`src/rtl/bbc_bus_sched_pkg.sv`:
```
// BBC bus scheduler shared types.
// State encoding, timeout width and abort data.
package bbc_bus_sched_pkg;

  typedef enum logic [1:0] {
    ST_IDLE,
    ST_ALIGN,
    ST_ADR,
    ST_DAT
  } state_t;

  localparam int TO_W = 8;

  localparam logic [7:0] ABORT_DATA = 8'hFF;

endpackage

```
`src/rtl/bbc_bus_sched_phi0_sync.sv`:
```
// bbc_phi0 synchroniser into hsclk.
// Produces the synced level and one-cycle rise/fall strobes.
module phi0_edge_sync #(
  parameter int SYNC_STAGES = 2
) (
  input  logic hsclk,
  input  logic resetb,
  input  logic bbc_phi0,
  output logic rise,
  output logic fall,
  output logic phi0_s
);

  logic [SYNC_STAGES-1:0] sync;
  logic                   phi0_s_d;

  // shift phi0 through the sync chain, keep one delayed copy
  always_ff @(posedge hsclk or negedge resetb) begin
    if (!resetb) begin
      sync     <= '0;
      phi0_s_d <= 1'b0;
    end else begin
      sync     <= {sync[SYNC_STAGES-2:0], bbc_phi0};
      phi0_s_d <= sync[SYNC_STAGES-1];
    end
  end

  assign phi0_s = sync[SYNC_STAGES-1];
  assign fall   = phi0_s_d & ~phi0_s;
  assign rise   = ~phi0_s_d & phi0_s;

endmodule

```
`src/rtl/bbc_bus_sched.sv`:
```
// CPU to 2MHz BBC bus access scheduler.
// One posted write buffer, reads stall the CPU until data returns.
module bbc_bus_sched
  import bbc_bus_sched_pkg::*;
#(
  parameter int SYNC_STAGES = 2,
  parameter int TIMEOUT_CYC = 255
) (
  input  logic        hsclk,
  input  logic        resetb,
  input  logic        bbc_phi0,
  input  logic        req,
  input  logic        req_rnw,
  input  logic [15:0] req_adr,
  input  logic [7:0]  req_data,
  output logic        ack,
  output logic [7:0]  rd_data,
  output logic        cpu_hold,
  output logic        bbc_own,
  output logic [15:0] bbc_adr_o,
  output logic        bbc_rnw_o,
  output logic [7:0]  bbc_data_o,
  output logic        bbc_data_oe,
  input  logic [7:0]  bbc_data_i,
  output logic        wbuf_full,
  output logic        timeout,
  input  logic        timeout_clr
);

  state_t            state;
  state_t            state_nx;
  logic              rise;
  logic              fall;
  logic              phi0_s;
  logic [TO_W-1:0]   tcnt;
  logic [15:0]       wb_adr;
  logic [7:0]        wb_data;
  logic              cur_rnw;
  logic              kind;
  logic              wr_acc;
  logic              rd_pend;
  logic              pend;
  logic              more;
  logic              to_hit;
  logic              done;
  logic              abort;

  phi0_edge_sync #(
    .SYNC_STAGES(SYNC_STAGES)
  ) u_sync (
    .hsclk   (hsclk),
    .resetb  (resetb),
    .bbc_phi0(bbc_phi0),
    .rise    (rise),
    .fall    (fall),
    .phi0_s  (phi0_s)
  );

  assign wr_acc  = req & ~req_rnw & ~wbuf_full & ~ack;
  assign rd_pend = req & req_rnw & ~ack;
  assign pend    = wbuf_full | rd_pend;
  assign to_hit  = (tcnt == TO_W'(TIMEOUT_CYC - 1));
  assign kind    = (state == ST_ALIGN) ? ~wbuf_full : cur_rnw;
  assign more    = cur_rnw ? wbuf_full : rd_pend;

  // next state: edges move the access on, a stuck state aborts
  always_comb begin
    state_nx = state;
    done     = 1'b0;
    abort    = 1'b0;
    unique case (state)
      ST_IDLE: begin
        if (pend) state_nx = ST_ALIGN;
      end
      ST_ALIGN: begin
        if (fall) state_nx = ST_ADR;
        else if (to_hit) abort = 1'b1;
      end
      ST_ADR: begin
        if (rise) state_nx = ST_DAT;
        else if (to_hit) abort = 1'b1;
      end
      ST_DAT: begin
        if (fall) begin
          done     = 1'b1;
          state_nx = more ? ST_ADR : ST_IDLE;
        end else if (to_hit) begin
          abort = 1'b1;
        end
      end
    endcase
    if (abort) state_nx = ST_IDLE;
  end

  // state register and per-state dwell counter
  always_ff @(posedge hsclk or negedge resetb) begin
    if (!resetb) begin
      state <= ST_IDLE;
      tcnt  <= '0;
    end else begin
      state <= state_nx;
      if (state_nx != state || state_nx == ST_IDLE)
        tcnt <= '0;
      else
        tcnt <= tcnt + TO_W'(1);
    end
  end

  // pick which access the next bus cycle serves; writes go first
  always_ff @(posedge hsclk or negedge resetb) begin
    if (!resetb) begin
      cur_rnw <= 1'b0;
    end else if (state_nx == ST_ADR && state != ST_ADR) begin
      cur_rnw <= (state == ST_DAT) ? ~cur_rnw : ~wbuf_full;
    end
  end

  // posted write buffer: fill on accept, empty on drain or abort
  always_ff @(posedge hsclk or negedge resetb) begin
    if (!resetb) begin
      wbuf_full <= 1'b0;
      wb_adr    <= '0;
      wb_data   <= '0;
    end else if (wr_acc) begin
      wbuf_full <= 1'b1;
      wb_adr    <= req_adr;
      wb_data   <= req_data;
    end else if ((done | abort) & ~kind) begin
      wbuf_full <= 1'b0;
    end
  end

  // CPU handshake: ack pulse and read data return
  always_ff @(posedge hsclk or negedge resetb) begin
    if (!resetb) begin
      ack     <= 1'b0;
      rd_data <= 8'h00;
    end else begin
      ack <= wr_acc | ((done | abort) & kind);
      if (done & kind)
        rd_data <= bbc_data_i;
      else if (abort & kind)
        rd_data <= ABORT_DATA;
    end
  end

  // sticky abort flag, a new abort beats a clear
  always_ff @(posedge hsclk or negedge resetb) begin
    if (!resetb)
      timeout <= 1'b0;
    else if (abort)
      timeout <= 1'b1;
    else if (timeout_clr)
      timeout <= 1'b0;
  end

  assign bbc_own     = (state == ST_ADR) | (state == ST_DAT);
  assign bbc_adr_o   = bbc_own ? (cur_rnw ? req_adr : wb_adr) : 16'h0000;
  assign bbc_rnw_o   = bbc_own ? cur_rnw : 1'b1;
  assign bbc_data_oe = (state == ST_DAT) & ~cur_rnw & phi0_s;
  assign bbc_data_o  = bbc_data_oe ? wb_data : 8'h00;
  assign cpu_hold    = resetb & req & ~ack & (req_rnw | wbuf_full);

endmodule
```
`config.mk`:
```
export PLATFORM = sky130hd
export DESIGN_NAME = bbc_bus_sched
export DESIGN_NICKNAME = d
export VERILOG_FILES = /design/src/rtl/bbc_bus_sched_pkg.sv /design/src/rtl/bbc_bus_sched_phi0_sync.sv /design/src/rtl/bbc_bus_sched.sv
export SDC_FILE = /design/constraint.sdc
export NUM_CORES = 1
export LEC_CHECK = 0
export ABC_AREA = 1
export BUFFER_PORTS_ARGS = -buffer_cell sky130_fd_sc_hd__buf_2
export CAP_MARGIN = 20
export CORE_ASPECT_RATIO = 1.2
export CORE_MARGIN = 4
export CORE_UTILIZATION = 40
export CTS_CLUSTER_DIAMETER = 120
export DETAILED_ROUTE_END_ITERATION = 16
export GPL_ROUTABILITY_DRIVEN = 0
export MAX_ROUTING_LAYER = met4
export PLACE_DENSITY = 0.65
export SYNTH_ARGS = -nofsm -noshare
export SYNTH_HDL_FRONTEND = slang
export SYNTH_HIERARCHICAL = 1
export SYNTH_SLANG_ARGS = --single-unit
```
`constraint.sdc`:
```
create_clock -name hsclk -period 3 [get_ports hsclk]
set_clock_uncertainty 0.15 [all_clocks]
set_input_delay 0 -clock hsclk [delete_from_list [all_inputs] [get_ports hsclk]]
set_output_delay 0 -clock hsclk [all_outputs]
set_load 0.005 [all_outputs]
```
# Word-level counts from Yosys, hierarchy flattened
# Cells that the tools add are included.
dict set report totals {
  in_bits 38
  wordCells 82
  regBits 49
  output_inout_bits 39
}
dict set report classes {
  addsub 1
  n_mux 27
  n_reduce_logical 8
  n_bitwise 28
  n_eq_ne 7
}
# op count
set ops {}
lappend ops {{$mux W16} 2}
lappend ops {{$mux W8} 4}
lappend ops {{$and A1 B1 Y1} 16}
lappend ops {{$mux W1} 13}
lappend ops {{$mux W2} 6}
lappend ops {{$add A8 B1 Y8 const B} 1}
lappend ops {{$eq A8 B8 Y1 const B} 1}
lappend ops {{$pmux W2 S4} 1}
lappend ops {{$not A1 Y1} 7}
lappend ops {{$eq A2 B2 Y1 const B} 3}
lappend ops {{$reduce_bool A2 Y1} 3}
lappend ops {{$or A1 B1 Y1} 5}
lappend ops {{$logic_not A2 Y1} 2}
lappend ops {{$eq A2 B1 Y1 const B} 1}
lappend ops {{$ne A2 B2 Y1} 1}
lappend ops {{$ne A2 B2 Y1 const B} 1}
lappend ops {{$pmux W1 S2} 1}
lappend ops {{$reduce_or A2 Y1} 1}
lappend ops {{$logic_and A1 B1 Y1} 1}
lappend ops {{$logic_or A1 B1 Y1} 1}

# Depth between registers and ports, before layout
# Gate-level depths: netlist of run 1.
dict set report logic_depth {
  depth_word 10
  mapped_depth 12
  mapped_depth_nobuf 12
}

# By module
# Netlist of run 1, hierarchy kept.
# mod seq_area_each_um2 n_inst area_per_inst_um2 cells_per_inst
set by_module_without_submodules {}
lappend by_module_without_submodules {bbc_bus_sched 1151.1 1 2278.4 290}
lappend by_module_without_submodules {phi0_edge_sync 75.1 1 90.1 7}

# Worst setup path after synthesis of run 1
# No wires, ideal clock.
dict set report synth_timing {
  kind {register to register}
  start {register tcnt[0]}
  end {register rd_data[0]}
  n_path_buf 0
  t_arrival_ps 1232
  path_slack_ps 1540
  setup_ps 77
  stages_incl_launch_ff 9
  synth_period_minus_slack_ps 1460
  t_required_ps 2773
  path_cell_list {dfrtp_1 -> inv_1 -> ha_1 -> inv_1 -> nor2_1 -> nand2_1 -> a21oi_4 -> o21ai_2 -> a21oi_1}
}
dict set report synth_between {
  elab_chain_len 6
  word_cells_on_any_way 7
  classes_between {eq/ne (1); mux (4); bitwise (1); reduce/logical (1)}
}
# item line_no
set synth_lines {}
lappend synth_lines {{from (decl)} bbc_bus_sched.sv:35} ;# logic [TO_W-1:0] tcnt;
lappend synth_lines {{from (signal assigned)} bbc_bus_sched.sv:105} ;# tcnt <= tcnt + TO_W'(1);
lappend synth_lines {{$eq A8 B8 Y1 (*)} bbc_bus_sched.sv:62} ;# assign to_hit = (tcnt == TO_W'(TIMEOUT_CYC - 1));
lappend synth_lines {{$mux W1 (*)} {bbc_bus_sched.sv:77, bbc_bus_sched.sv:81, bbc_bus_sched.sv:87}}
lappend synth_lines {{$mux W1 (on tied branches)} {bbc_bus_sched.sv:76, bbc_bus_sched.sv:80}}
lappend synth_lines {{$pmux W1 S2 (*)} bbc_bus_sched.sv:71} ;# unique case (state)
lappend synth_lines {{$and A1 B1 Y1 (*)} bbc_bus_sched.sv:142} ;# else if (abort & kind)
lappend synth_lines {{$reduce_bool A2 Y1 (no line) (*)} --}
lappend synth_lines {{to (signal assigned)} bbc_bus_sched.sv:141} ;# rd_data <= bbc_data_i;
lappend synth_lines {{to (decl)} bbc_bus_sched.sv:17} ;# output logic [7:0] rd_data,
# Every way passes the cells marked *; elsewhere a longest branch is shown, timed or not.
# A chain may end at the register's enable or synchronous reset.

# Worst setup path in the final report of run 1
dict set report layout_timing {
  start {register state[1]}
  end {output bbc_data_o[3]}
}
dict set report layout_between {
  elab_chain_len 4
}
# item line_no
set layout_lines {}
lappend layout_lines {{from (decl)} bbc_bus_sched.sv:30} ;# state_t state;
lappend layout_lines {{from (signal assigned)} bbc_bus_sched.sv:101} ;# state <= state_nx;
lappend layout_lines {{$eq A2 B2 Y1} bbc_bus_sched.sv:160} ;# assign bbc_data_oe = (state == ST_DAT) & ~cur_rnw & phi0_s;
lappend layout_lines {{$and A1 B1 Y1 (2 in series)} bbc_bus_sched.sv:160}
lappend layout_lines {{$mux W8} bbc_bus_sched.sv:161} ;# assign bbc_data_o = bbc_data_oe ? wb_data : 8'h00;
lappend layout_lines {{to (decl)} bbc_bus_sched.sv:22} ;# output logic [7:0] bbc_data_o,
# No other way between the ends.

==> results.ini, run 1 <==
[pwr]
switchingPower_mw=1.035
seq_power_share=0.416
peakVddDrop_v=0.0004471
combPwrFrac=0.406
powerDensity_nw_per_um2=831.8
switching_share=0.3778
internal-power_mw=1.705
p_leak_nw=1.789
clock_power_share=0.178
p_total_mw=2.740

[clock_tree]
cts.clk_slew.worst_paths_ns=0.09
cts_buffers=5
tritoncts=yes
cts_resized=0
ctsHoldBuffers=35
clock_path_buffers=2
clockRootBuffer=clkbuf_8
clock-sinks=49
post_cts_buffers=0
htreeDepth=2
clk_latency_ns=0.30

[floorplanning]
core-area_sq_um=5705
initial_core_util=0.4151
row_count=30
io_pins=77
die-area_sq_um=7222
dieHeight_um=92.30
die_w_um=78.25

[drt]
route.antenna.remaining_nets=0
vias=2202
routed_wirelength_um=5582
dr.pass1.iters=4
wl_per_cell_um=11.49
initialDrtViolationCount=132
drc=0
via_per_inst=4.531

[grt]
grt_usage=0.1699
antenna_found_initial=0
grt_max_degree=28
grt_pass1_vias=2132
overflow=0
grt_pass1_wl_um=9653

[timing]
totalNegativeSetupSlack_ns=0
worst_slew_pin_slew_ns=0.7705
maxSlewViolCount=0
fin_crit_ns=1.987
relSlewSlack=0.4851
rsz0062_at_grt=no
hold_viol_final=0
max_freq_mhz=503.3
finalSetupViolCount=0
period_share=0.6624

[critical_path]
worstPathRequired_ns=2.85
worst_ep_arrival_time_ns=1.84
critPathKind=register to output port
cp_max_fo=22
setup.worst_path.end_class=output port
startpoint_type=register

[synth]
ys_warn_count=6
synth_top_area_frac=0.5177
synth_nets=337
synth.area.top_cells=dfrtp_1 52%, inv_1 7.9%, o21ai_0 7.4%
syn_area_sq_um=2369
syn-instance-count=297
synth_cell_type_count=25
synth-seq-cells=49
yosysTopAreaCell=dfrtp_1
synth-seq-area-share=0.5177
syn_area_per_cell_sq_um=7.975

[finish]
mostFrequentLayoutCell=buf_2
seq_area_sq_um=1226
antennaDiodeCount=0
synthToLayoutAreaGrowth_pct=39.09
final_cell_area_sq_um=3294
multi_input_area_sq_um=890.9
final_cell_mix=76 x buf_2, 50 x inv_1, 49 x dfrtp_1
nets=445
drive_gt1_frac=0.2414
fillerInstances=548

[placement]
dpl_cell_area_sq_um=2824
port_buffers=76
dpl.hpwl_um=3773

[outcome]
status=complete, no violations

[run]
maxCapViolations=0

[worst_hold_path]
min_path_type=input port to register

==> worst max-delay path, cell delays in order, from the launching register on <==
cell,delay (ns)
dfrtp_1,0.71
nand2_1,0.11
inv_1,0.09
nand3_1,0.28
nor2_1,0.20
buf_2,0.14
==> power groups by stage <==
stage | Clock (mW) | Combinational (mW) | Sequential [mW]
6_report | 0.487 | 1.11 | 1.14
3_5_place_dp | 0 | 1.09 | 1.15
4_1_cts | 0.502 | 1.13 | 1.14
2_1_floorplan | 0 | 0.751 | 1.05
5_1_grt | 0.531 | 1.29 | 1.18
3_3_place_gp | 0 | 1.08 | 1.14
==> flip-flops by register name (all words and copies together) (netlist names) <==
register         flops
ack                  1
cur_rnw              1
rd_data              8
state                2
tcnt                 8
timeout              1
u_sync/phi0_s_d      1
u_sync/sync          2
wb_adr              16
wb_data              8
wbuf_full            1
==> through the flow <==
step	util	std cells	hold WS, ns	setup slack (ns)
after floorplan	-	297	-0.4456	1.540
after global placement	0.4950	443	-0.1253	1.117
after detailed placement	0.4950	443	-0.1174	1.059
after CTS	0.5774	486	0.02174	1.030
after global routing	0.5774	486	0.03403	0.7858
final	0.5774	486	0.04231	1.013
==> worst paths after layout <==
kind                                                from                  endpoint  slack, ns  cells after the start
worst max-delay path                  state[1]$_DFF_PN0_             bbc_data_o[3]       1.01                      5
worst min-delay path                             req_rnw        state[1]$_DFF_PN0_       0.04                      7
worst max register to register        state[1]$_DFF_PN0_         tcnt[4]$_DFF_PN0_       1.04                     11
worst min register to register  u_sync/sync[0]$_DFF_PN0_  u_sync/sync[1]$_DFF_PN0_       0.21                      0
max in group asynchronous                         resetb     wb_adr[4]$_DFFE_PN0P_       1.89                      3
min in group asynchronous                         resetb    rd_data[5]$_DFFE_PN0P_       0.07                      2
==> cell type report <==
cell class | count | area share
sequential | 49 | 0.3722
multi-input combinational | 184 | 0.2704
timing repair buffer | 114 | 0.2324
inverter | 51 | 0.05811
tap | 80 | 0.03038
clock buffer | 6 | 0.02507
clock inverter | 2 | 0.01139
==> layer usage <==
metal	vias to the layer above	routed length [um]	track usage
met2	56	2740	0.2764
met4	0	77	0.04956
li1	1138	-	-
met1	1000	2576	0.2159
met3	8	187	0.03405
met5	-	0	-
==> Yosys cell counts <==
cell type and n:
a21oi_1 33, a21oi_4 1, buf_2 3, buf_6 1, clkbuf_1 9, dfrtp_1 49, ha_1 2, inv_1 50
inv_2 1, nand2_1 45, nand2_2 3, nand2_4 1, nand3_1 7, nand3_2 1, nand3b_1 1, nand4_1 1
nor2_1 42, nor2_2 2, nor3_1 1, o21ai_0 35, o21ai_2 1, o22ai_1 1, or2_4 1, xnor2_1 2
xor2_1 4
==> cells by family after synthesis <==
| kind of cell | synth area share |
|---|---|
| AOI/OAI and AO/OA | 0.1569 |
| buffers and inverters | 0.1062 |
| xor gates and xnor gates | 0.02219 |
| DFF | 0.5177 |
| and+or+nand+nor | 0.1865 |
| adders and majority gates | 0.01056 |
Note: power is estimated with default switching activity, not from simulation.
==> run 2, diff against run 1 <==
--- a/config.mk
+++ b/config.mk
@@ -5,7 +5,7 @@
 export SDC_FILE = /design/constraint.sdc
 export NUM_CORES = 1
 export LEC_CHECK = 0
-export ABC_AREA = 1
+export ABC_AREA = 0
 export BUFFER_PORTS_ARGS = -buffer_cell sky130_fd_sc_hd__buf_2
 export CAP_MARGIN = 20
 export CORE_ASPECT_RATIO = 1.2
@@ -15,7 +15,6 @@
 export DETAILED_ROUTE_END_ITERATION = 16
 export GPL_ROUTABILITY_DRIVEN = 0
 export MAX_ROUTING_LAYER = met4
-export PLACE_DENSITY = 0.65
 export SYNTH_ARGS = -nofsm -noshare
 export SYNTH_HDL_FRONTEND = slang
 export SYNTH_HIERARCHICAL = 1
==> constraint.sdc (replaced) <==
create_clock -name hsclk -period 2.01 [get_ports hsclk]
set_clock_uncertainty 0.15 [all_clocks]
set_input_delay 0 -clock hsclk [delete_from_list [all_inputs] [get_ports hsclk]]
set_output_delay 0 -clock hsclk [all_outputs]
set_load 0.005 [all_outputs]
==> run 2 against run 1 <==
Against the previous run:
- design area rose by 7.4%
- routed wire length rose by 1.0%
- clock power rose by 51%
- hold slack got worse by 0.022 ns
- die area rose by 5.7%
- global-route usage fell by 1.0 points
- sequential share of layout area fell by 2.6 points
- sequential cell count did not move
- largest power group is now combinational cells
==> results.ini, run 2 <==
[outcome]
status=complete, no violations

[run]
maxCapViolations=0  ; unchanged

[critical_path]
reg2reg_slack_ns=0.05  ; -0.99 ns
reg2reg_to=wbuf_full$_DFFE_PN0P_
cp_max_fo=5  ; -77%
worstPathRequired_ns=2.04  ; -0.81 ns
critPathKind=register to register
worst_ep_arrival_time_ns=1.99  ; +0.15 ns
r2r-start=u_sync/sync[1]$_DFF_PN0_
setup.worst_path.end_class=register
startpoint_type=register
ff2ff_path_depth=4  ; -7

[finish]
synthToLayoutAreaGrowth_pct=40.49
antennaDiodeCount=0  ; unchanged
final_cell_mix=76 x buf_2, 49 x dfrtp_1, 35 x dlygate4sd3_1
mostFrequentLayoutCell=buf_2
largest_register=wb_adr
post-route-util=0.5811  ; +0.003644
drive_gt1_frac=0.3895  ; +0.1482
largest_register_ffs=16  ; unchanged
nets=383  ; -14%
fin_cells=426  ; -12%

[synth]
syn-instance-count=225  ; -24%
synth_top_family_by_area=simple AND/OR/NAND/NOR gates
synth-edff-count=0  ; unchanged
dominantRegCellSynth=dfrtp_1
synth_cell_type_count=39  ; +56%
synth-seq-area-share=0.4868  ; -0.03086
ys_warn_count=6  ; unchanged
synthMuxAreaShare=0.1709  ; +0.1709
syn_area_sq_um=2519  ; +6.3%
yosys.area_share.simple=0.1734  ; -0.01310
async_flop_share=1.000  ; unchanged
synth_nets=265  ; -21%
ys_top_cells_by_count=49 x dfrtp_1, 25 x nor2_1, 23 x mux2_2, 18 x nor2b_1, 16 x mux2i_1
syn_area_per_cell_sq_um=11.19  ; +40%
synth_compound_area_frac=0.1088  ; -0.04810
synth-seq-cells=49  ; unchanged
synth_top_area_frac=0.4868  ; -0.03086
yosys.area_share.xor_xnor=0.01043  ; -0.01175
synthAdderAreaFrac=0.009935  ; -0.0006298
yosysMostFrequentCell=dfrtp_1
synth.area.top_cells=dfrtp_1 49%, mux2_2 10%, mux2i_1 6.4%
yosysTopAreaCell=dfrtp_1

[pwr]
powerDensity_nw_per_um2=1201  ; +44%
p_leak_nw=1.674  ; -6.4%
peakVddDrop_v=0.0005587  ; +25%
p_total_mw=4.249  ; +55%

[grt]
grt_pass1_vias=1959  ; -8.1%
grt_pass1_wl_um=9273  ; -3.9%
grt_max_degree=50  ; +79%
grt_usage=0.1595  ; -0.01037
antenna_found_initial=0  ; unchanged
overflow=0  ; unchanged

[timing]
totalNegativeSetupSlack_ns=0  ; unchanged
maxSlewViolCount=0  ; unchanged
hold_viol_final=0  ; unchanged
worst_slew_pin_slew_ns=0.6061  ; -0.1645 ns
relSlewSlack=0.5959  ; +0.1109
finalSetupViolCount=0  ; unchanged
fin_crit_ns=1.957
setup_ws_ns=0.05274  ; -0.9602 ns
period_share=0.9738
max_freq_mhz=510.9
rsz0062_at_grt=no

[floorplanning]
die_w_um=80.44  ; +2.8%
die-area_sq_um=7635  ; +5.7%
initial_core_util=0.4136  ; -0.001530
dieHeight_um=94.93  ; +2.8%
io_pins=77  ; unchanged
core-area_sq_um=6090  ; +6.7%
row_count=31  ; +3.3%

[clock_tree]
clock-sinks=49  ; unchanged
htreeDepth=2  ; unchanged
clk_latency_ns=0.30  ; about the same
cts.clk_slew.worst_paths_ns=0.09  ; about the same
cts_buffers=5  ; unchanged
clock_path_buffers=2  ; unchanged
tritoncts=yes
clockRootBuffer=clkbuf_8

[drt]
route.antenna.remaining_nets=0  ; unchanged
routed_wirelength_um=5638  ; +1.0%
drc=0  ; unchanged
dr.pass1.iters=4  ; unchanged
vias=2020  ; -8.3%
initialDrtViolationCount=90  ; -32%
wl_per_cell_um=13.23  ; +15%
via_per_inst=4.742  ; +4.7%

[placement]
dpl.hpwl_um=3839  ; +1.7%
post-place-ws_ns=0.08625  ; -0.9732 ns
dp_cells=382  ; -14%
port_buffers=76  ; unchanged

[worst_hold_path]
hp-start=req
min_path_cells=4  ; -3
whs_endpoint=cur_rnw$_DFFE_PN0P_
min_path_type=input port to register

run 2: kinds of logic after synthesis:
logic type / Yosys count
muxes: 40
xor gates and xnor gates: 3
and+or+nand+nor: 77
adders and majority gates: 2
DFF: 49
buffers and inverters: 21
AOI/OAI and AO/OA: 33
run 2: through the flow:
stage	instance area, sq um	hold slack [ns]
floorplan	2519	-0.4456
global placement	3042	-0.03134
detailed placement	3042	-0.03160
CTS	3512	0.01679
global route	3538	0.04087
finish	3538	0.01989
run 2: where the power goes:
part / switching [mW] / internal, mW / leakage [nW] / total (mW)
clock network: 0.332 / 0.405 / 0.0574 / 0.737
logic: 0.863 / 1.06 / 1.00 / 1.92
registers: 0.234 / 1.36 / 0.616 / 1.59
total: 1.43 / 2.82 / 1.67 / 4.25
run 2: worst max-delay path by stage:
stage / from / to / slack, ns / depth (start not counted)
after floorplan: wbuf_full$_DFFE_PN0P_ / wb_adr[10]$_DFFE_PN0P_ / 0.14 / 4
after global placement: u_sync/sync[1]$_DFF_PN0_ / wbuf_full$_DFFE_PN0P_ / 0.10 / 4
after detailed placement: u_sync/sync[1]$_DFF_PN0_ / wbuf_full$_DFFE_PN0P_ / 0.09 / 4
after CTS: u_sync/sync[1]$_DFF_PN0_ / wbuf_full$_DFFE_PN0P_ / 0.06 / 4
after global routing: u_sync/sync[1]$_DFF_PN0_ / wbuf_full$_DFFE_PN0P_ / 0.006 / 4
final: u_sync/sync[1]$_DFF_PN0_ / wbuf_full$_DFFE_PN0P_ / 0.05 / 4
run 2: what timing repair did:
| item | 4_1_cts | 5_1_grt |
|---|---|---|
| hold endpoints to repair | 83 | 0 |
| hold buffers | 35 | 0 |
| buffers inserted | 0 | 1 |
| resized for setup | 0 | 4 |
| endpoints found under the setup margin | 0 | 10 |
run 2: per-layer routing:
| metal | share of wire | vias up | wire length [um] | global-route usage |
|---|---|---|---|---|
| met5 | 0 | - | 0 | - |
| li1 | - | 1023 | - | - |
| met1 | 0.45 | 949 | 2522 | 0.1987 |
| met4 | 0.012 | 0 | 65 | 0.04648 |
| met3 | 0.053 | 5 | 299 | 0.04103 |
| met2 | 0.49 | 43 | 2750 | 0.2562 |
run 2: critical path, stage by stage, from the launching register on:
cell and delay (ns):
dfrtp_1 0.41, and2b_2 0.21, or3b_4 0.38, a211o_4 0.37, a311o_1 0.32
run 2: cell type report:
type,instances,area (sq um)
Inverter,6,22.52
Clock inverter,2,37.54
Fill cell,539,2551
Sequential cell,49,1226
Clock buffer,6,82.58
Tap cell,82,102.6
Multi-Input combinational cell,155,1204
Timing Repair Buffer,126,863.3
==> run 3, diff against run 2 <==
--- a/config.mk
+++ b/config.mk
@@ -15,6 +15,7 @@
 export DETAILED_ROUTE_END_ITERATION = 16
 export GPL_ROUTABILITY_DRIVEN = 0
 export MAX_ROUTING_LAYER = met4
+export SETUP_SLACK_MARGIN = 0.4
 export SYNTH_ARGS = -nofsm -noshare
 export SYNTH_HDL_FRONTEND = slang
 export SYNTH_HIERARCHICAL = 1
==> run 3 against run 2 <==
Against the previous run:
- final cell count grew 3.1%
- global-route usage rose by 1.4 points
- clock-buffer cell count did not move
- sequential power rose by 4%
- clock power shrank 17%
- setup slack gained 0.052 ns
- critical path type unchanged
- via count up 7.5%
- highest routed layer unchanged
- combinational power rose by 21%
- hold slack improved by 0.018 ns
- core utilization grew 5.8 points
==> results.ini, run 3 (synthesis gave the netlist of run 2 again) <==
[grt]
grt_max_degree=50  ; unchanged
overflow=0  ; unchanged
grt_usage=0.1735  ; +0.01393
antenna_found_initial=0  ; unchanged
grt_pass1_wl_um=10100  ; +8.9%
grt_pass1_vias=2106  ; +7.5%

[clock_tree]
tritoncts=yes
clk_latency_ns=0.30  ; about the same
htreeDepth=2  ; unchanged
cts_buffers=5  ; unchanged
cts.clk_slew.worst_paths_ns=0.09  ; about the same
clockRootBuffer=clkbuf_8
clock-sinks=49  ; unchanged
clock_path_buffers=2  ; unchanged

[finish]
nets=396  ; +3.4%
synthToLayoutAreaGrowth_pct=54.40
mostFrequentLayoutCell=buf_2
drive_gt1_frac=0.4622  ; +0.07265
largest_register=wb_adr
largest_register_ffs=16  ; unchanged
final_cell_mix=71 x buf_2, 48 x dfrtp_1, 35 x dlygate4sd3_1
antennaDiodeCount=0  ; unchanged
fin_cells=439  ; +3.1%
fillerInstances=502  ; -6.9%

[placement]
port_buffers=76  ; unchanged
dpl.hpwl_um=3822  ; -0.43%
dp_cells=379  ; -0.79%
post-place-ws_ns=0.1021  ; +0.01584 ns

[critical_path]
startpoint_type=register
reg2reg_slack_ns=0.11  ; +0.05 ns
setup.worst_path.end_class=register
worst_ep_arrival_time_ns=1.94  ; -0.05 ns
cp_max_fo=5  ; unchanged
worstPathRequired_ns=2.05  ; about the same
critPathKind=register to register

[floorplanning]
io_pins=77  ; unchanged
row_count=31  ; unchanged
core-area_sq_um=6090  ; unchanged
die-area_sq_um=7635  ; unchanged
dieHeight_um=94.93  ; unchanged
initial_core_util=0.4136  ; unchanged
die_w_um=80.44  ; unchanged

[drt]
vias=2172  ; +7.5%
dr.pass1.iters=4  ; unchanged
routed_wirelength_um=6522  ; +16%
wl_per_cell_um=14.86  ; +12%
drc=0  ; unchanged
initialDrtViolationCount=69  ; -23%
via_per_inst=4.948  ; +4.3%
route.antenna.remaining_nets=0  ; unchanged

[timing]
maxSlewViolCount=0  ; unchanged
max_freq_mhz=525.0  ; +2.8%
setup_ws_ns=0.1051  ; +0.05239 ns
relSlewSlack=0.5818  ; -0.01412
period_share=0.9477  ; -0.02607
finalSetupViolCount=0  ; unchanged
rsz0062_at_grt=yes
hold_viol_final=0  ; unchanged
fin_crit_ns=1.905  ; -0.05239 ns
totalNegativeSetupSlack_ns=0  ; unchanged
worst_slew_pin_slew_ns=0.6273  ; +0.02118 ns

[pwr]
powerDensity_nw_per_um2=1183  ; -1.5%
peakVddDrop_v=0.0006532  ; +17%
p_leak_nw=1.849  ; +10%

[worst_hold_path]
min_path_type=input port to register

[outcome]
status=complete, no violations

[run]
maxCapViolations=0  ; unchanged

-- run 3: changes by cell type in the layout (fill, tap and decap cells not counted), sizes merged --
cell	change
buf	+12
clkinv	+2
and3	+1
bufinv	-1
clkinvlp	-1
-- run 3: timing repair --
| item | 4_1_cts | 5_1_grt |
|---|---|---|
| pin swaps | 2 | 10 |
| endpoints found under the setup margin | 46 | 68 |
| hold endpoints to repair | 83 | 0 |
| gates cloned | 3 | 2 |
| setup buffers | 6 | 6 |
| resized for setup | 11 | 51 |
| hold buffers | 35 | 0 |
-- run 3: per-stage QoR --
step | util | total power, mW | area (sq um) | hold slack, ns
3_3_place_gp | 0.4970 | 3.458 | 3027 | -0.02830
4_1_cts | 0.5959 | 4.269 | 3628 | 0.01993
5_1_grt | 0.6386 | 4.934 | 3889 | 0.05805
6_report | 0.6386 | 4.599 | 3889 | 0.03807
3_5_place_dp | 0.4970 | 3.479 | 3027 | -0.03185
2_1_floorplan | - | 2.854 | 2540 | -0.4456
-- run 3: final timing paths --
kind / from / end / depth (start not counted)
min reg2reg: u_sync/sync[0]$_DFF_PN0_ / u_sync/sync[1]$_DFF_PN0_ / 0
max in group asynchronous: resetb / cur_rnw$_DFFE_PN0P_ / 3
min in group asynchronous: resetb / tcnt[3]$_DFF_PN0_ / 3
min: req / cur_rnw$_DFFE_PN0P_ / 4
max: u_sync/sync[1]$_DFF_PN0_ / wbuf_full$_DFFE_PN0P_ / 4
max reg2reg: u_sync/sync[1]$_DFF_PN0_ / wbuf_full$_DFFE_PN0P_ / 4
-- run 3: area by class of cell --
class | instances | area [sq um] | share of cell area
clock buffers | 6 | 82.58 | 0.02124
multi-input cells | 156 | 1360 | 0.3497
repair buffers | 138 | 1080 | 0.2777
inverters | 6 | 22.52 | 0.005792
clock inverters | 2 | 13.76 | 0.003539
flip-flops and latches | 49 | 1227 | 0.3156
well taps | 82 | 102.6 | 0.02638
-- run 3: per-layer routing --
layer	vias up	GRT usage	part of all wire
li1	1054	-	-
met4	0	0.04648	0.012
met3	9	0.03721	0.050
met2	48	0.2942	0.50
met1	1061	0.2086	0.43
met5	-	-	0
-- run 3: worst max-delay path: stages, from the launching register on --
cell and delay, ns:
dfrtp_1 0.39, and2b_2 0.20, or3b_4 0.38, a211o_4 0.37, a311o_1 0.31
-- run 3: power by group --
| part | leakage, nW | total (mW) | internal, mW | switching, mW |
|---|---|---|---|---|
| clock | 0.0512 | 0.613 | 0.279 | 0.334 |
| combinational | 1.18 | 2.33 | 1.38 | 0.955 |
| sequential | 0.615 | 1.65 | 1.36 | 0.294 |
| total | 1.85 | 4.60 | 3.02 | 1.58 |
